[src/rtl/cpu_defs.sv]
// cpu_defs: shared widths, opcode field, opcode constants and fetch state encoding
package cpu_defs;
  localparam int PC_W = 8;
  localparam int IR_W = 16;
  localparam int OP_HI = 15;
  localparam int OP_LO = 11;
  localparam logic [4:0] OP_NOP = 5'b00000;
  localparam logic [4:0] OP_HALT = 5'b00001;
  localparam logic [4:0] OP_LOAD = 5'b00010;
  localparam logic [4:0] OP_STORE = 5'b00011;
  localparam logic [4:0] OP_ADD = 5'b00100;
  localparam logic [4:0] OP_BNZ = 5'b00101;
  localparam logic [4:0] OP_CMP = 5'b00110;
  localparam logic [IR_W-1:0] BUBBLE = '0;
  typedef enum logic [1:0] {IDLE, RUN, HALTED} fetch_state_t;
  function automatic logic [4:0] opcode(input logic [IR_W-1:0] ir);
    return ir[OP_HI:OP_LO];
  endfunction
endpackage

[src/rtl/fetch_stage.sv]
// fetch_stage: program counter, IF/ID register, run start, stall, branch flush and halt detection
module fetch_stage
  import cpu_defs::*;
(
  input  logic            clk,
  input  logic            rst,
  input  logic            enable,
  input  logic            stall,
  input  logic            branch_taken,
  input  logic [PC_W-1:0] branch_target,
  output logic [PC_W-1:0] imem_addr,
  input  logic [IR_W-1:0] imem_data,
  output logic [IR_W-1:0] id_ir,
  output logic [PC_W-1:0] id_pc,
  output logic            halted,
  output logic [15:0]     issue_count
);
  fetch_state_t state, state_n;
  logic [PC_W-1:0] pc, pc_n, id_pc_n;
  logic [IR_W-1:0] id_ir_n;
  logic [15:0] count_n;
  logic is_halt;
  assign is_halt = opcode(imem_data) == OP_HALT;
  assign imem_addr = pc;
  assign halted = state == HALTED;
  always_comb begin
    state_n = state;
    pc_n = pc;
    id_ir_n = id_ir;
    id_pc_n = id_pc;
    count_n = issue_count;
    case (state)
      IDLE: begin
        id_ir_n = BUBBLE;
        state_n = enable ? RUN : IDLE;
      end
      RUN, HALTED: begin
        if (branch_taken) begin
          pc_n = branch_target;
          id_ir_n = BUBBLE;
          id_pc_n = '0;
          state_n = RUN;
        end else if (state == HALTED) begin
          id_ir_n = BUBBLE;
        end else if (!stall) begin
          id_ir_n = imem_data;
          id_pc_n = pc + 1'b1;
          pc_n = is_halt ? pc : pc + 1'b1;
          state_n = is_halt ? HALTED : RUN;
          count_n = (imem_data != BUBBLE && issue_count != 16'hFFFF) ? issue_count + 16'd1 : issue_count;
        end
      end
      default: state_n = IDLE;
    endcase
  end
  always_ff @(posedge clk or negedge rst) begin
    if (!rst) begin
      state <= IDLE;
      pc <= '0;
      id_ir <= BUBBLE;
      id_pc <= '0;
      issue_count <= '0;
    end else begin
      state <= state_n;
      pc <= pc_n;
      id_ir <= id_ir_n;
      id_pc <= id_pc_n;
      issue_count <= count_n;
    end
  end
endmodule

[config.mk]
export PLATFORM = sky130hd
export DESIGN_NAME = fetch_stage
export DESIGN_NICKNAME = d
export VERILOG_FILES = /design/src/rtl/cpu_defs.sv /design/src/rtl/fetch_stage.sv
export SDC_FILE = /design/constraint.sdc
export NUM_CORES = 1
export LEC_CHECK = 0
export ABC_CLOCK_PERIOD_IN_PS = 3800
export CAP_MARGIN = 15
export CORE_MARGIN = 2
export CORE_UTILIZATION = 50
export DETAILED_ROUTE_END_ITERATION = 12
export GPL_TIMING_DRIVEN = 0
export PLACE_DENSITY = 0.88
export RECOVER_POWER = 25
export SLEW_MARGIN = 0
export SYNTH_ARGS = -nofsm -noshare
export SYNTH_HDL_FRONTEND = slang
export SYNTH_SLANG_ARGS = --single-unit
export TNS_END_PERCENT = 100
[constraint.sdc]
create_clock -name clk -period 3.8 [get_ports clk]
set_input_delay 0.38 -clock clk [delete_from_list [all_inputs] [get_ports clk]]
set_output_delay 0.38 -clock clk [all_outputs]
set_load 0.1 [all_outputs]
==> Word-level counts from Yosys, hierarchy flattened <==
Cells that the tools add are included.
Widths: inputs -> output; s select.
{ "op_classes": {"bitwise": 3, "reduce_logical": 10, "muxes": 17, "n_addsub": 2, "eq_ne": 10} }
{ "ops": {"columns": ["operator", "count"], "rows": [
  ["$mux 8", 7],
  ["$mux 16", 3],
  ["$pmux 16 s2", 1],
  ["$add 16x1->16 const B", 1],
  ["$ne 16x16->1 const B", 1],
  ["$reduce_bool 16->1", 1],
  ["$add 8x1->8 const B", 1],
  ["$mux 2", 4],
  ["$ne 3x3->1 const B", 2],
  ["$eq 5x1->1 const B", 1],
  ["$reduce_and 5->1", 1],
  ["$ne 2x2->1 const B", 2],
  ["$ne 4x4->1 const B", 1],
  ["$pmux 2 s2", 1],
  ["$reduce_and 2->1", 2],
  ["$reduce_and 4->1", 1],
  ["$not 1->1", 3],
  ["$reduce_and 3->1", 1],
  ["$eq 2x1->1 const B", 1],
  ["$eq 2x2->1 const B", 1],
  ["$logic_not 2->1", 1],
  ["$ne 2x1->1 const B", 1],
  ["$reduce_bool 2->1", 1],
  ["$reduce_or 2->1", 1],
  ["2 further kinds", 2]
]} }
{ "word_totals": {"reg_bits": 50, "wordCells": 47, "out_inout_bits": 49, "inputBits": 29} }

==> Depth between registers and ports, before layout <==
Gate-level depths: netlist (run 1).
{ "logic_depth": {"depth_word": 6, "depth_mapped": 7} }

==> Worst setup path before layout (run 1) <==
Ideal clock, no wire load.
{ "synth_timing": {"kind": "register to register", "startpoint": "register state[0]", "endpoint": "register issue_count[14]", "stages_incl_launch_ff": 8, "setup_ps": 126, "arrival_ps": 2485, "setup_slack_ps": 1189, "cell_sequence": "dfrtp_1 inv_1 ha_1 o21bai_1 nand2_1 nor3_1 and4_1 mux2_2"} }
{ "synth_between": {"elab_chain_len": 3, "word_cells_on_any_way": 5} }
{ "synth_lines": {"columns": ["element", "line_no", "source"], "rows": [
  ["start, declared", "fetch_stage.sv:18", "fetch_state_t state, state_n;"],
  ["start signal, assigned", "fetch_stage.sv:64", "state <= state_n;"],
  ["$eq 2x2->1 (*)", null, null],
  ["named net halted", "fetch_stage.sv:15", "output logic halted,"],
  ["$reduce_or 2->1 or $not 1->1 (tied branches)", null, null],
  ["$reduce_and 5->1 (no source line) (*)", null, null],
  ["end signal, assigned", "fetch_stage.sv:68", "issue_count <= count_n;"],
  ["end, declared", "fetch_stage.sv:16", "output logic [15:0] issue_count"]
]} }
The timed path passes the listed nets; every way through them passes the cells marked *.
A chain may end at the register's enable or synchronous reset.

==> Worst setup path in the final report (run 1) <==
{ "layout_timing": {"startpoint": "register state[0]", "endpoint": "output halted"} }
{ "layout_between": {"elab_chain_len": 1} }
{ "layout_lines": {"columns": ["element", "line_no", "source"], "rows": [
  ["$eq 2x2->1", "fetch_stage.sv:25", "assign halted = state == HALTED;"],
  ["end, declared", "fetch_stage.sv:15", null]
]} }
Every way passes these cells.

==> results of run 1 <==
==> worst reg2reg max path, cell delays in order, from the launching register on <==
cell and delay [ns]:
dfrtp_1 0.41, inv_1 0.09, ha_1 0.30, o21bai_1 0.35
nand2_1 0.27, nor3_1 0.35, and4_1 0.25, mux2_2 0.32
==> cells in the final DEF, fill, tap and decap left out, drive strengths merged, types with 5 or more instances in the layout <==
cell type / n
a21oi: 5
nor2: 7
a22oi: 5
xnor2: 11
xor2: 5
inv: 5
and3: 5
ha: 6
nand4: 7
nand3: 25
o21ai: 10
nor4: 5
nand2: 51
dfrtp: 50
clkdlybuf4s50: 76
o31ai: 6
clkbuf: 10
==> final timing paths <==
check	start	endpoint	slack, ns	cells after the start
worst min register to register	id_pc[3]$_DFFE_PN0P_	id_pc[3]$_DFFE_PN0P_	0.48	2
worst max register to register	state[0]$_DFFE_PN0P_	issue_count[14]$_DFFE_PN0P_	1.34	7
worst max-delay path	state[0]$_DFFE_PN0P_	halted	1.07	3
min in group asynchronous	rst	imem_addr[1]$_DFFE_PN0P_	0.67	2
worst min-delay path	id_pc[3]$_DFFE_PN0P_	id_pc[3]$_DFFE_PN0P_	0.48	2
max in group asynchronous	rst	issue_count[14]$_DFFE_PN0P_	2.46	3
==> sequential cells by signal, summed over array words and instances (netlist names) <==
name / count
id_ir: 16
id_pc: 8
imem_addr: 8
issue_count: 16
state: 2
==> metal layers <==
layer | wire (um) | up-vias
li1 | - | 1049
met1 | 2610 | 1038
met2 | 2940 | 57
met3 | 307 | 7
met4 | 91 | 0
met5 | 0 | -
==> layout make-up <==
| cell class | instances | area share |
|---|---|---|
| Sequential cell | 50 | 0.367 |
| Multi-Input combinational cell | 185 | 0.337 |
| Timing Repair Buffer | 79 | 0.233 |
| Tap cell | 67 | 0.0246 |
| Clock buffer | 5 | 0.0202 |
| Buffer | 7 | 0.00881 |
| Inverter | 5 | 0.00550 |
| Clock inverter | 2 | 0.00440 |
==> repair_timing <==
| action | CTS | global route |
|---|---|---|
| hold buffers | 1 | 0 |
| setup endpoints to repair | 0 | 0 |
| endpoints found under the hold margin | 13 | 0 |
==> kinds of logic (layout without fill, tap and decap cells) <==
| logic type | Yosys count | count (layout) | share of synthesized area |
|---|---|---|---|
| fa+ha+maj | 6 | 6 | 0.0307 |
| buf+inv | 12 | 98 | 0.0199 |
| flops | 50 | 50 | 0.511 |
| xor+xnor | 16 | 16 | 0.0573 |
| simple gates | 119 | 119 | 0.245 |
| mux | 5 | 5 | 0.0225 |
| compound gates | 39 | 39 | 0.113 |
==> power breakdown <==
part	total [mW]	switching, mW	internal (mW)	leakage [nW]
combinational	1.82	1.37	0.448	0.806
clock	0.307	0.181	0.126	0.0362
sequential	0.831	0.152	0.678	0.650
total	2.96	1.71	1.25	1.49
==> through the flow <==
step	instance area (um2)	power, mW	instances	utilization	setup WS [ns]
floorplan	2450	2.20	247	-	1.19
global placement	3300	2.62	391	0.699	0.960
detailed placement	3320	2.66	392	0.702	1.19
CTS	3410	2.97	400	0.722	1.07
global route	3410	3.09	400	0.722	1.01
finish	3410	2.96	400	0.722	1.07
==> summary.md, run 1 <==
| Metric | Value |
|---|---|
| Die height | 74.0 um |
| Synth Instances | 247 |
| Syn Std Cell Area | 0.00245 mm2 |
| Multi-input gate area | 0.00115 mm2 |
| Slowest CP cell | clkdlybuf4s50_1 |
| Clock buffer depth | 2 |
| Final period util | 0.718 |
| Fin. Hold Viols | 0 |
| Crit path time final | 2.73 ns |
| RSZ-0062 raised after global routing | false |
| Crit. End Element | primary output |
| Leakage | 1.49 nW |
| Area grow syn2layout | 39.3% |
| Share of layout cells above drive strength 1 | 0.0601 |
| Crit path DAT | 2.35 ns |
| Reg area | 0.00125 mm2 |
| Hold_ws | 0.479 ns |
| Drt drc | 0 |
| Worst-path maximum fanout | 5 |
| Synth cell count leaders | nand2_1, dfrtp_1, nand3_1, xnor2_1, o21ai_0 |
| Post-synth ARST share | 1.00 |
| Initial core utilization | 0.518 |
| Worst min-delay path class | reg -> reg |
| Iteration-0 DRC Markers | 133 |
| Post-route antenna net violation count | 0 |
| Synth Flop Type | dfrtp_1 |
| Routed len/inst | 14.9 um |
| Dpl hpwl | 4.42 mm |
| Post-synth EDFFs | 0 |
| Leading area contributor after synthesis | dfrtp_1 |
| Sequential area share after synthesis | 0.511 |
| Worst Skew | 0.00927 ns |
| CTS tree | built |
| Critical path class | reg -> out |
| Number of max-slew violations in the final report | 0 |
| DIE WIDTH | 74.0 um |
| Synth warn | 0 |
| Max-cap violations | 0 |
| Nets@finish | 368 |
| Mapped Nets | 282 |
| Number of buffers added on ports | 77 |
| Die area | 0.00547 mm2 |
| Most frequent cell after synthesis | nand2_1 |
| Vias/cell | 5.38 |
| Area contributors post-synth | dfrtp_1, nand2_1, nand3_1, xnor2_1, ha_1 |
| Ports | 78 |
| GR met3 Demand/Resource | 0.0610 |
| Sink Count | 50 |
| CTS root buf | clkbuf_8 |
| Skew-Pair Late Insertion Delay | 0.31 ns |
| Critical path's top delay family | buffers and inverters |
| Drt total wl | 5.95 mm |
| Clock transition at the registers of the reported paths | 0.09 ns |
| Site Rows | 25 |
| CP bufs+invs | 2 |
| GRT Residual Overflow | 0 |
| Slew headroom | 0.334 |
| Maximum vdd drop | 0.000811 V |
| Area share of the largest cell type after synthesis | 0.511 |
| Cell chain of the critical path | inv_1 -> ha_1 -> clkdlybuf4s50_1 |
| Worst-Margin Slew | 0.996 ns |
| Seq cells post-synth | 50 |
| Status | complete, no violations |
| CTS H-tree depth | 2 |
| Vias after detailed routing | 2,151 |
| Startpoint Class | flop |
| Crit-path max cell delay | 1.19 ns |
| GR Layer Usage met1 | 0.307 |
| GR met2 Demand/Resource | 0.387 |
| Filler cell count | 338 |
| Final setup viols | 0 |
| GRT Overall Usage | 0.235 |
| First-pass GRT wire length | 9.89 mm |
| Initial antenna violation count | 0 |
| Largest net degree at the start of global routing | 38 |
| CORE AREA | 0.00472 mm2 |
| Vias in the first global route | 2,130 |
| GR peak layer | met2 |
| Antenna cells | 0 |
| Avg Inst Size Synth | 9.91 um2 |
| Post-CTS resize count | 0 |
| Post-CTS Setup Inserts | 0 |
| Yosys cell types | 39 |
| First-pass DRT Iterations | 4 |
| Critical Path RT | 3.42 ns |
| Fmax | 367 MHz |
| GP Congestion | 0.789 |
| Number of buffers created by CTS | 5 |
| PwrDens | 868 mW/mm2 |
| Setup TNS | 0 ns |
Note: power is estimated with default switching activity, not from simulation.
==> run 2: changes to the inputs <==
ABC_CLOCK_PERIOD_IN_PS = 2400   (was 3800)
CORE_UTILIZATION = 42   (was 50)
PLACE_DENSITY = 0.8   (was 0.88)
clock period = 2.4 ns   (was 3.8 ns; I/O delays follow)
==> run 2 against run 1 <==
Net effect:
- highest routed layer unchanged
- clock skew decreased by 0.0040 ns
- worst hold slack got worse by 0.0076 ns
- first-iteration DRC count increased by 3.8%
- clock-buffer cell count increased by 1
- die area increased by 18%
- largest cell class unchanged
==> summary.md, run 2 (synthesized netlist as in run 1, its figures left out) <==
| Metric | Value |
|---|---|
| Crit. End Element | flop (was primary output) |
| Initial core utilization | 0.439 (was 0.518) |
| Critical path class | reg -> reg (was reg -> out) |
| Sink Count | 50 (unchanged) |
| CORE AREA | 0.00557 mm2 (was 0.00472 mm2) |
| CTS root buf | clkbuf_8 (unchanged) |
| GP Congestion | 0.855 (was 0.789) |
| Number of max-slew violations in the final report | 0 (unchanged) |
| GRT Residual Overflow | 0 (unchanged) |
| Multi-input gate area | 0.00117 mm2 (was 0.00115 mm2) |
| Crit-path max cell delay | 0.49 ns (was 1.19 ns) |
| Cell chain of the critical path | inv_1 -> ha_1 -> nor4b_4 -> nor3b_4 -> mux2_2 (was inv_1 -> ha_1 -> clkdlybuf4s50_1) |
| Setup ws final | 0.125 ns (was 1.07 ns) |
| CTS tree | built (unchanged) |
| Share of layout cells above drive strength 1 | 0.0693 (was 0.0601) |
| Post-route cell area | 0.00342 mm2 (was 0.00341 mm2) |
| Slew headroom | 0.226 (was 0.334) |
| Pre-CTS setup slack | -0.0705 ns (was 1.19 ns) |
| Iteration-0 DRC Markers | 138 (was 133) |
| Leakage | 1.50 nW (was 1.49 nW) |
| Final period util | 0.948 |
| Fin. Hold Viols | 0 (unchanged) |
| Final setup viols | 0 (unchanged) |
| Post-route antenna net violation count | 0 (unchanged) |
| Largest regs | id_ir (16), issue_count (16) (unchanged) |
| Worst Skew | 0.00524 ns (was 0.00927 ns) |
| First-pass DRT Iterations | 4 (unchanged) |
| Vias in the first global route | 2,137 (was 2,130) |
| Ports | 78 (unchanged) |
| Worst-path maximum fanout | 9 (was 5) |
| Skew-Pair Late Insertion Delay | 0.30 ns (was 0.31 ns) |
| Clock transition at the registers of the reported paths | 0.09 ns (about the same) |
| Filler cell count | 491 (was 338) |
| Vias/cell | 5.33 (was 5.38) |
| Clock buffer depth | 2 (unchanged) |
| Area after DPL | 0.00333 mm2 (was 0.00332 mm2) |
| First-pass GRT wire length | 10.1 mm (was 9.89 mm) |
| Antenna cells | 0 (unchanged) |
| PwrDens | 1370 mW/mm2 (was 868 mW/mm2) |
| GRT Overall Usage | 0.200 (was 0.235) |
| Crit path time final | 2.28 ns |
| Non-Filler Instances | 404 (was 400) |
| Worst-Margin Slew | 1.16 ns (was 0.996 ns) |
| RSZ-0062 raised after global routing | false (unchanged) |
| Site Rows | 27 (was 25) |
| Die height | 80.3 um (was 74.0 um) |
| Routed len/inst | 14.6 um (was 14.9 um) |
| Status | complete, no violations (unchanged) |
| Fmax | 440 MHz |
| Slowest CP cell | nor3b_4 (was clkdlybuf4s50_1) |
| DIE WIDTH | 80.3 um (was 74.0 um) |
| Maximum vdd drop | 0.000975 V (was 0.000811 V) |
| Tot Pwr | 4.68 mW (was 2.96 mW) |
| Drt drc | 0 (unchanged) |
| Placed Cells | 397 (was 392) |
| Dpl hpwl | 4.43 mm (was 4.42 mm) |
| Worst min-delay path class | reg -> reg (unchanged) |
| CTS H-tree depth | 2 (unchanged) |
| Die area | 0.00645 mm2 (was 0.00547 mm2) |
| Max-cap violations | 0 (unchanged) |
| Most common cell after layout, fill and taps aside | clkdlybuf4s50_1 (unchanged) |
| Critical Path RT | 2.59 ns (was 3.42 ns) |
| Number of buffers added on ports | 77 (unchanged) |
| Startpoint Class | flop (unchanged) |
| Vias after detailed routing | 2,155 (was 2,151) |
| Nets@finish | 368 (unchanged) |
| Number of buffers created by CTS | 5 (unchanged) |
| Area grow syn2layout | 39.8% (was 39.3%) |
| Commonest non-fill, non-tap cells in the layout | clkdlybuf4s50_1, nand2_1, dfrtp_1 (unchanged) |
| Reg area | 0.00125 mm2 (unchanged) |
| Final core occ | 0.614 (was 0.722) |
| Crit path DAT | 2.46 ns (was 2.35 ns) |
| Setup TNS | 0 ns (unchanged) |
| Initial antenna violation count | 0 (unchanged) |
| Drt total wl | 5.91 mm (was 5.95 mm) |
| Hold_ws | 0.471 ns (was 0.479 ns) |
| Largest net degree at the start of global routing | 30 (was 38) |
[run 2: cell count changes in the layout (fill, tap and decap cells not counted), sizes merged]
cell	before	now
buf	4	3
clkbuf	10	12
clkdlybuf4s50	76	75
clkinvlp	2	0
dlygate4sd2	0	1
[run 2: what timing repair did]
item / 4_1_cts / 5_1_grt
setup endpoints to repair: 3 / 5
hold buffers: 1 / 0
buffers inserted: 0 / 0
hold endpoints to repair: 21 / 0
gates resized for setup: 3 / 2
[run 2: critical path: cells and delay by family, from the launching register on]
| kind | cells | cell delay (ns) |
|---|---|---|
| flip-flops | 1 | 0.41 |
| buffers and inverters | 1 | 0.09 |
| multiplexers | 1 | 0.38 |
| adder cells (fa/ha/maj) | 1 | 0.44 |
| AND/OR/NAND/NOR | 2 | 0.84 |
[run 2: routing by layer]
layer / global-route usage / vias to the layer above / share of wire
met3: 0.0528 / 10 / 0.052
met2: 0.318 / 62 / 0.48
met4: 0.0542 / 0 / 0.013
met5: 0 / - / 0
li1: - / 1051 / -
met1: 0.271 / 1032 / 0.46
[run 2: path summary, 6_finish.rpt]
kind | from | to | slack, ns | depth (start not counted)
setup / recovery | state[0]$_DFFE_PN0P_ | issue_count[1]$_DFFE_PN0P_ | 0.12 | 5
min in group asynchronous | rst | state[0]$_DFFE_PN0P_ | 0.69 | 2
hold reg to reg | id_ir[3]$_DFFE_PN0P_ | id_ir[3]$_DFFE_PN0P_ | 0.47 | 2
setup reg to reg | state[0]$_DFFE_PN0P_ | issue_count[1]$_DFFE_PN0P_ | 0.12 | 5
max in group asynchronous | rst | issue_count[9]$_DFFE_PN0P_ | 0.42 | 3
hold / removal | id_ir[3]$_DFFE_PN0P_ | id_ir[3]$_DFFE_PN0P_ | 0.47 | 2
[run 2: power by group]
part	switching (mW)	leakage (nW)	total, mW	internal [mW]
registers	0.235	0.650	1.31	1.07
logic	2.17	0.807	2.88	0.709
clock network	0.263	0.0431	0.486	0.223
total	2.67	1.50	4.68	2.01
[run 2: final cells by class]
cell class,instances,area share
plain buffers,7,0.00878
clock buffers,6,0.0241
well taps,72,0.0263
repair buffers,79,0.228
multi-input cells,185,0.342
flip-flops and latches,50,0.366
inverters,5,0.00549
